<file path="config.mk">
export PLATFORM = sky130hd
export DESIGN_NAME = window_scan_ctrl
export DESIGN_NICKNAME = d
export VERILOG_FILES = /design/src/rtl/npu_pkg.sv /design/src/rtl/window_scan_ctrl.sv
export SDC_FILE = /design/constraint.sdc
export NUM_CORES = 1
export LEC_CHECK = 0
export CORE_ASPECT_RATIO = 1.1
export CORE_MARGIN = 2
export CORE_UTILIZATION = 37
export CTS_BUF_LIST = sky130_fd_sc_hd__clkbuf_4
export DETAILED_ROUTE_END_ITERATION = 8
export PLACE_DENSITY = 0.8
export REMOVE_ABC_BUFFERS = 1
export SYNTH_ARGS = -nofsm -noshare
export SYNTH_HDL_FRONTEND = slang
export SYNTH_SLANG_ARGS = --single-unit
export TNS_END_PERCENT = 1
</file>
<file path="constraint.sdc">
create_clock -name clk -period 1.44 [get_ports clk]
set_input_delay 0.288 -clock clk [delete_from_list [all_inputs] [get_ports clk]]
set_output_delay 0.288 -clock clk [all_outputs]
set_load 0.005 [all_outputs]
</file>
<file path="src/rtl/npu_pkg.sv">
// Shared NPU front-end types: scan-controller state encoding and pixel address helper.
package npu_pkg;

   typedef enum logic [2:0] {
      IDLE,
      READ,
      PUSH,
      WAIT,
      DONE
   } wsc_state_t;

   localparam int unsigned NPU_ADDR_W = 16;

   // Row-major linear pixel address, computed at full width before trimming.
   function automatic logic [NPU_ADDR_W-1:0] pix_addr(input logic [31:0] row,
                                                      input logic [31:0] col,
                                                      input logic [31:0] width);
      return NPU_ADDR_W'(row * width + col);
   endfunction

endpackage

</file>
<file path="src/rtl/window_scan_ctrl.sv">
// 3-row line-buffer scan sequencer: walks an IMG_W x IMG_H image and hands 3x3 windows downstream.
// Optional horizontal zero padding is enabled by defining WINDOW_SCAN_ZERO_PAD_EN.
module window_scan_ctrl
   import npu_pkg::*;
#(
   parameter int IMG_W  = 8,
   parameter int IMG_H  = 8,
   parameter int ADDR_W = NPU_ADDR_W
) (
   input  logic                       clk,
   input  logic                       rst,
   input  logic                       start,
   output logic                       busy,
   output logic                       done,
   output logic                       mem_rd_en,
   output logic [ADDR_W-1:0]          mem_addr_r1,
   output logic [ADDR_W-1:0]          mem_addr_r2,
   output logic [ADDR_W-1:0]          mem_addr_r3,
   output logic                       lb_wr_en,
   output logic                       lb_shift,
   output logic                       pad_zero,
   output logic                       win_valid,
   input  logic                       win_ready,
   output logic [$clog2(IMG_H)-1:0]   win_row,
   output logic [$clog2(IMG_W)-1:0]   win_col
);

   localparam int unsigned CW  = $clog2(IMG_W + 2);
   localparam int unsigned RW  = $clog2(IMG_H);
   localparam int unsigned WCW = $clog2(IMG_W);
`ifdef WINDOW_SCAN_ZERO_PAD_EN
   localparam int unsigned LAST_C = IMG_W + 1;
`else
   localparam int unsigned LAST_C = IMG_W - 1;
`endif
   localparam logic [CW-1:0] C_LAST = CW'(LAST_C);
   localparam logic [RW-1:0] R_LAST = RW'(IMG_H - 3);

   wsc_state_t      r_state, w_state_nxt;
   logic [RW-1:0]   r_row,   w_row_nxt;
   logic [CW-1:0]   r_col,   w_col_nxt;
   logic [1:0]      r_fill,  w_fill_nxt;
   logic [1:0]      w_fill_inc;
   logic            w_pad_step;
   logic [31:0]     w_mem_col;

`ifdef WINDOW_SCAN_ZERO_PAD_EN
   // Push positions 0 and IMG_W+1 are the pad columns; memory column lags push index by one.
   assign w_pad_step = (r_col == '0) || (r_col == C_LAST);
   assign w_mem_col  = 32'(r_col) - 32'd1;
`else
   assign w_pad_step = 1'b0;
   assign w_mem_col  = 32'(r_col);
`endif

   assign w_fill_inc = (r_fill == 2'd3) ? 2'd3 : r_fill + 2'd1;

   always_ff @(posedge clk or posedge rst) begin
      if (rst) begin
         r_state <= IDLE;
         r_row   <= '0;
         r_col   <= '0;
         r_fill  <= '0;
      end else begin
         r_state <= w_state_nxt;
         r_row   <= w_row_nxt;
         r_col   <= w_col_nxt;
         r_fill  <= w_fill_nxt;
      end
   end

   always_comb begin
      w_state_nxt = r_state;
      w_row_nxt   = r_row;
      w_col_nxt   = r_col;
      w_fill_nxt  = r_fill;
      busy        = 1'b0;
      done        = 1'b0;
      mem_rd_en   = 1'b0;
      mem_addr_r1 = '0;
      mem_addr_r2 = '0;
      mem_addr_r3 = '0;
      lb_wr_en    = 1'b0;
      lb_shift    = 1'b0;
      pad_zero    = 1'b0;
      win_valid   = 1'b0;
      win_row     = '0;
      win_col     = '0;
      case (r_state)
         IDLE: begin
            w_row_nxt  = '0;
            w_col_nxt  = '0;
            w_fill_nxt = '0;
            if (start) w_state_nxt = READ;
         end
         READ: begin
            busy      = 1'b1;
            mem_rd_en = !w_pad_step;
            if (!w_pad_step) begin
               mem_addr_r1 = ADDR_W'(pix_addr(32'(r_row),         w_mem_col, 32'(IMG_W)));
               mem_addr_r2 = ADDR_W'(pix_addr(32'(r_row) + 32'd1, w_mem_col, 32'(IMG_W)));
               mem_addr_r3 = ADDR_W'(pix_addr(32'(r_row) + 32'd2, w_mem_col, 32'(IMG_W)));
            end
            w_state_nxt = PUSH;
         end
         PUSH: begin
            busy       = 1'b1;
            lb_wr_en   = 1'b1;
            lb_shift   = 1'b1;
            pad_zero   = w_pad_step;
            w_fill_nxt = w_fill_inc;
            if (w_fill_inc == 2'd3) begin
               w_state_nxt = WAIT;
            end else begin
               w_col_nxt   = r_col + CW'(1);
               w_state_nxt = READ;
            end
         end
         WAIT: begin
            busy      = 1'b1;
            win_valid = 1'b1;
            win_row   = r_row;
            win_col   = WCW'(r_col - CW'(2));
            if (win_ready) begin
               if (r_col != C_LAST) begin
                  w_col_nxt   = r_col + CW'(1);
                  w_state_nxt = READ;
               end else if (r_row != R_LAST) begin
                  w_row_nxt   = r_row + RW'(1);
                  w_col_nxt   = '0;
                  w_fill_nxt  = '0;
                  w_state_nxt = READ;
               end else begin
                  w_state_nxt = DONE;
               end
            end
         end
         DONE: begin
            done        = 1'b1;
            w_state_nxt = IDLE;
         end
         default: w_state_nxt = IDLE;
      endcase
   end

endmodule

</file>
==> impl_metrics.env <==
export IMPL_outcome="complete, but fails checks"
export IMPL_violations="setup timing"
export IMPL_powerDensity_nw_per_um2=1170
export IMPL_antenna_cells=0
export IMPL_dieWidth_um=59.7
export IMPL_grt_pass1_wl_um=6210
export IMPL_grt_overflow=0
export IMPL_nFillCells=294
export IMPL_synth_main_ff_cell="dfrtp_1"
export IMPL_cts_root_buf="clkbuf_4"
export IMPL_antenna_left=0
export IMPL_dpl_instance_area_um2=1780
export IMPL_syn_to_final_growth_pct=65.4
export IMPL_yosysSeqAreaShare_pct=23.8
export IMPL_synth_cells=160
export IMPL_htreeDepth=1
export IMPL_finalSetupViolCount=44
export IMPL_grt_usage_pct=21.0
export IMPL_clk_pin_slew_ns=0.08
export IMPL_avgSynthCellArea_um2=7.88
export IMPL_drt_iter0_markers=52
export IMPL_final_hold_violation_count=0
export IMPL_viasPerCell=4.89
export IMPL_cts_made_buffers=3
export IMPL_place_congestion=0.838
export IMPL_reg2reg_slack_ns=-0.35
export IMPL_cap_violations=0
export IMPL_dieArea_um2=3890
export IMPL_crit_path_start_kind="flop"
export IMPL_yosys_top_cells_count="buf_4 (34), nor2_1 (17), nand2_1 (13)"
export IMPL_portBuffers=38
export IMPL_crit_path_max_incr_delay_ns=0.46
export IMPL_clockBufferDepth=2
export IMPL_min_period_ns=1.98
export IMPL_grt_setup_unrepaired="true"
export IMPL_hold_buffers=0
export IMPL_endpoint_kind="primary output"
export IMPL_async_flop_share_pct=100
export IMPL_seqCellArea_um2=303
export IMPL_p_leak_nw=1.07
export IMPL_fin_skew_ns=0.00713
export IMPL_drt_wirelength_per_cell_um=15.0
export IMPL_cp_slowest_cell="dfrtp_2"
export IMPL_drv_slew=0
export IMPL_synth_seq_cells=12
export IMPL_yosysTopAreaCellShare_pct=23.8
export IMPL_clock_sinks=12
export IMPL_synth_edf_count=0
export IMPL_vias=1345
export IMPL_required_ns=1.15
export IMPL_synth_distinct_cells=32
export IMPL_fin_util_pct=63.1
export IMPL_multiInputGateArea_um2=1020
export IMPL_layout_nets=257
export IMPL_dp_hpwl_um=2560
export IMPL_setup_worst_path_class="reg2out"
export IMPL_setup_ws_ns=-0.540
export IMPL_antenna_found_initial=0
export IMPL_clock_latency_ns=0.28
export IMPL_synthTopCellsByArea="dfrtp_1 (24%), buf_4 (20%), ha_1 (12%), nor2_1 (5.1%), nand2_1 (3.9%)"
export IMPL_yosysMostFrequentCell="buf_4"
export IMPL_path_buf_inv=3
export IMPL_initial_utilization_pct=38.2
export IMPL_routed_wl_um=4140
export IMPL_drc=0
export IMPL_grt_pass1_vias=1337
export IMPL_final_area_um2=2090
export IMPL_path_cells="buf_6 > ha_4 > inv_4 > ha_4 > xnor2_2 > nor2_1 > buf_2"
export IMPL_yosys_warnings=0
export IMPL_crit_fanout=5
export IMPL_fmax_ghz=0.505
export IMPL_dr_pass1_iters=4
export IMPL_synthesis_area_um2=1260
export IMPL_crit_family="flip-flops"
export IMPL_io_pins=65
export IMPL_tritoncts="done"
export IMPL_crit_arrival_ns=1.69
export IMPL_fin_worst_hold_slack_ns=0.311
export IMPL_cpMostUsedCell="ha_4"
export IMPL_grt_max_degree=15
export IMPL_fin_crit_sh_pct=138
export IMPL_core_um2=3300
export IMPL_core_rowCount=22
export IMPL_hold_class="in2async"
export IMPL_yosysTopAreaCell="dfrtp_1"
export IMPL_ir_worst_vdd_mv=0.854
export IMPL_die_h_um=65.2
export IMPL_drive_above_1_share_pct=55.2
-- worst reg2reg max path, cell delays in order (launching register included) --
cell and delay [ns]:
dfrtp_1 0.41, buf_4 0.15, buf_4 0.13, nand4b_4 0.18, or3b_1 0.42, a221oi_2 0.31, nor2_1 0.06
-- through the flow --
step	std cells	TNS, ns	power, mW	worst slack, ns
final	275	-11.95	2.45	-0.540
after global placement	257	-14.13	1.90	-0.500
after floorplan	148	-0.591	1.05	-0.153
after global routing	275	-14.49	2.62	-0.583
after CTS	274	-11.86	2.33	-0.486
after detailed placement	257	-15.57	1.93	-0.567
-- final cells by class --
type / instances / area share (%)
clock buffer: 3 / 1.08
inverter: 8 / 1.56
multi-input combinational: 128 / 48.8
sequential: 12 / 14.5
tap: 36 / 2.16
timing repair buffer: 88 / 31.9
-- routing by layer --
| metal | share of wire, % | track usage, % | vias up |
|---|---|---|---|
| li1 | - | - | 636 |
| met1 | 35 | 21.3 | 642 |
| met2 | 57 | 41.0 | 55 |
| met3 | 4.3 | 2.36 | 12 |
| met4 | 3.2 | 9.17 | 0 |
| met5 | 0 | 0 | - |
-- placed cells by master, fill, tap and decap left out, drive strengths merged --
| master | n |
|---|---|
| nand3b | 1 |
| o31ai | 1 |
| o211ai | 2 |
| a221oi | 2 |
| dfrtp | 12 |
| xnor2 | 3 |
| clkbuf | 15 |
| a21oi | 3 |
| nor2b | 5 |
| a221o | 1 |
| or3b | 1 |
| ha | 12 |
| inv | 8 |
| nor3b | 3 |
| buf | 68 |
| xor2 | 3 |
| nand3 | 8 |
| o21ai | 8 |
| and3 | 4 |
| nor2 | 17 |
| conb | 26 |
| nand2 | 13 |
| nand2b | 1 |
| clkdlybuf4s50 | 3 |
| or2 | 1 |
| and2 | 7 |
| nand4b | 2 |
| a31oi | 2 |
| a22oi | 1 |
| nor3 | 1 |
| clkdlybuf4s15 | 5 |
-- cell families (layout without fill, tap and decap cells) --
family | count (synthesis) | in the layout | share of synthesized area, %
other cells | 1 | 26 | 0.297
buf+inv | 45 | 99 | 23.5
flops | 12 | 12 | 23.8
simple gates | 64 | 64 | 26.4
fa+ha+maj | 12 | 12 | 11.9
xor+xnor | 6 | 6 | 4.17
compound gates | 20 | 20 | 9.92
-- sequential cells by signal, indices dropped and copies added, names as in the netlist --
name	cells
r_col	4
r_state	3
r_fill	2
r_row	3
-- repair_timing --
item	in CTS	in global routing
setup endpoints to repair	45	45
pin swaps	15	8
gates resized for setup	160	34
buffers inserted	15	1
-- worst paths after layout --
path,cells after the start,endpoint,from
setup / recovery,7,mem_addr_r2[5],r_row[0]
hold / removal,2,r_col[0],rst
setup reg to reg,6,r_row[2],r_col[3]
hold reg to reg,2,r_fill[0],r_fill[0]
max in group asynchronous,2,r_row[2],rst
min in group clk,2,r_fill[0],r_fill[0]
-- where the power goes --
part	switching [mW]	total, mW	internal [mW]	leakage (nW)
registers	0.0777	0.497	0.420	0.155
clock network	0.118	0.215	0.0971	0.0138
logic	0.849	1.74	0.888	0.897
Note: power is estimated with default switching activity, not from simulation.
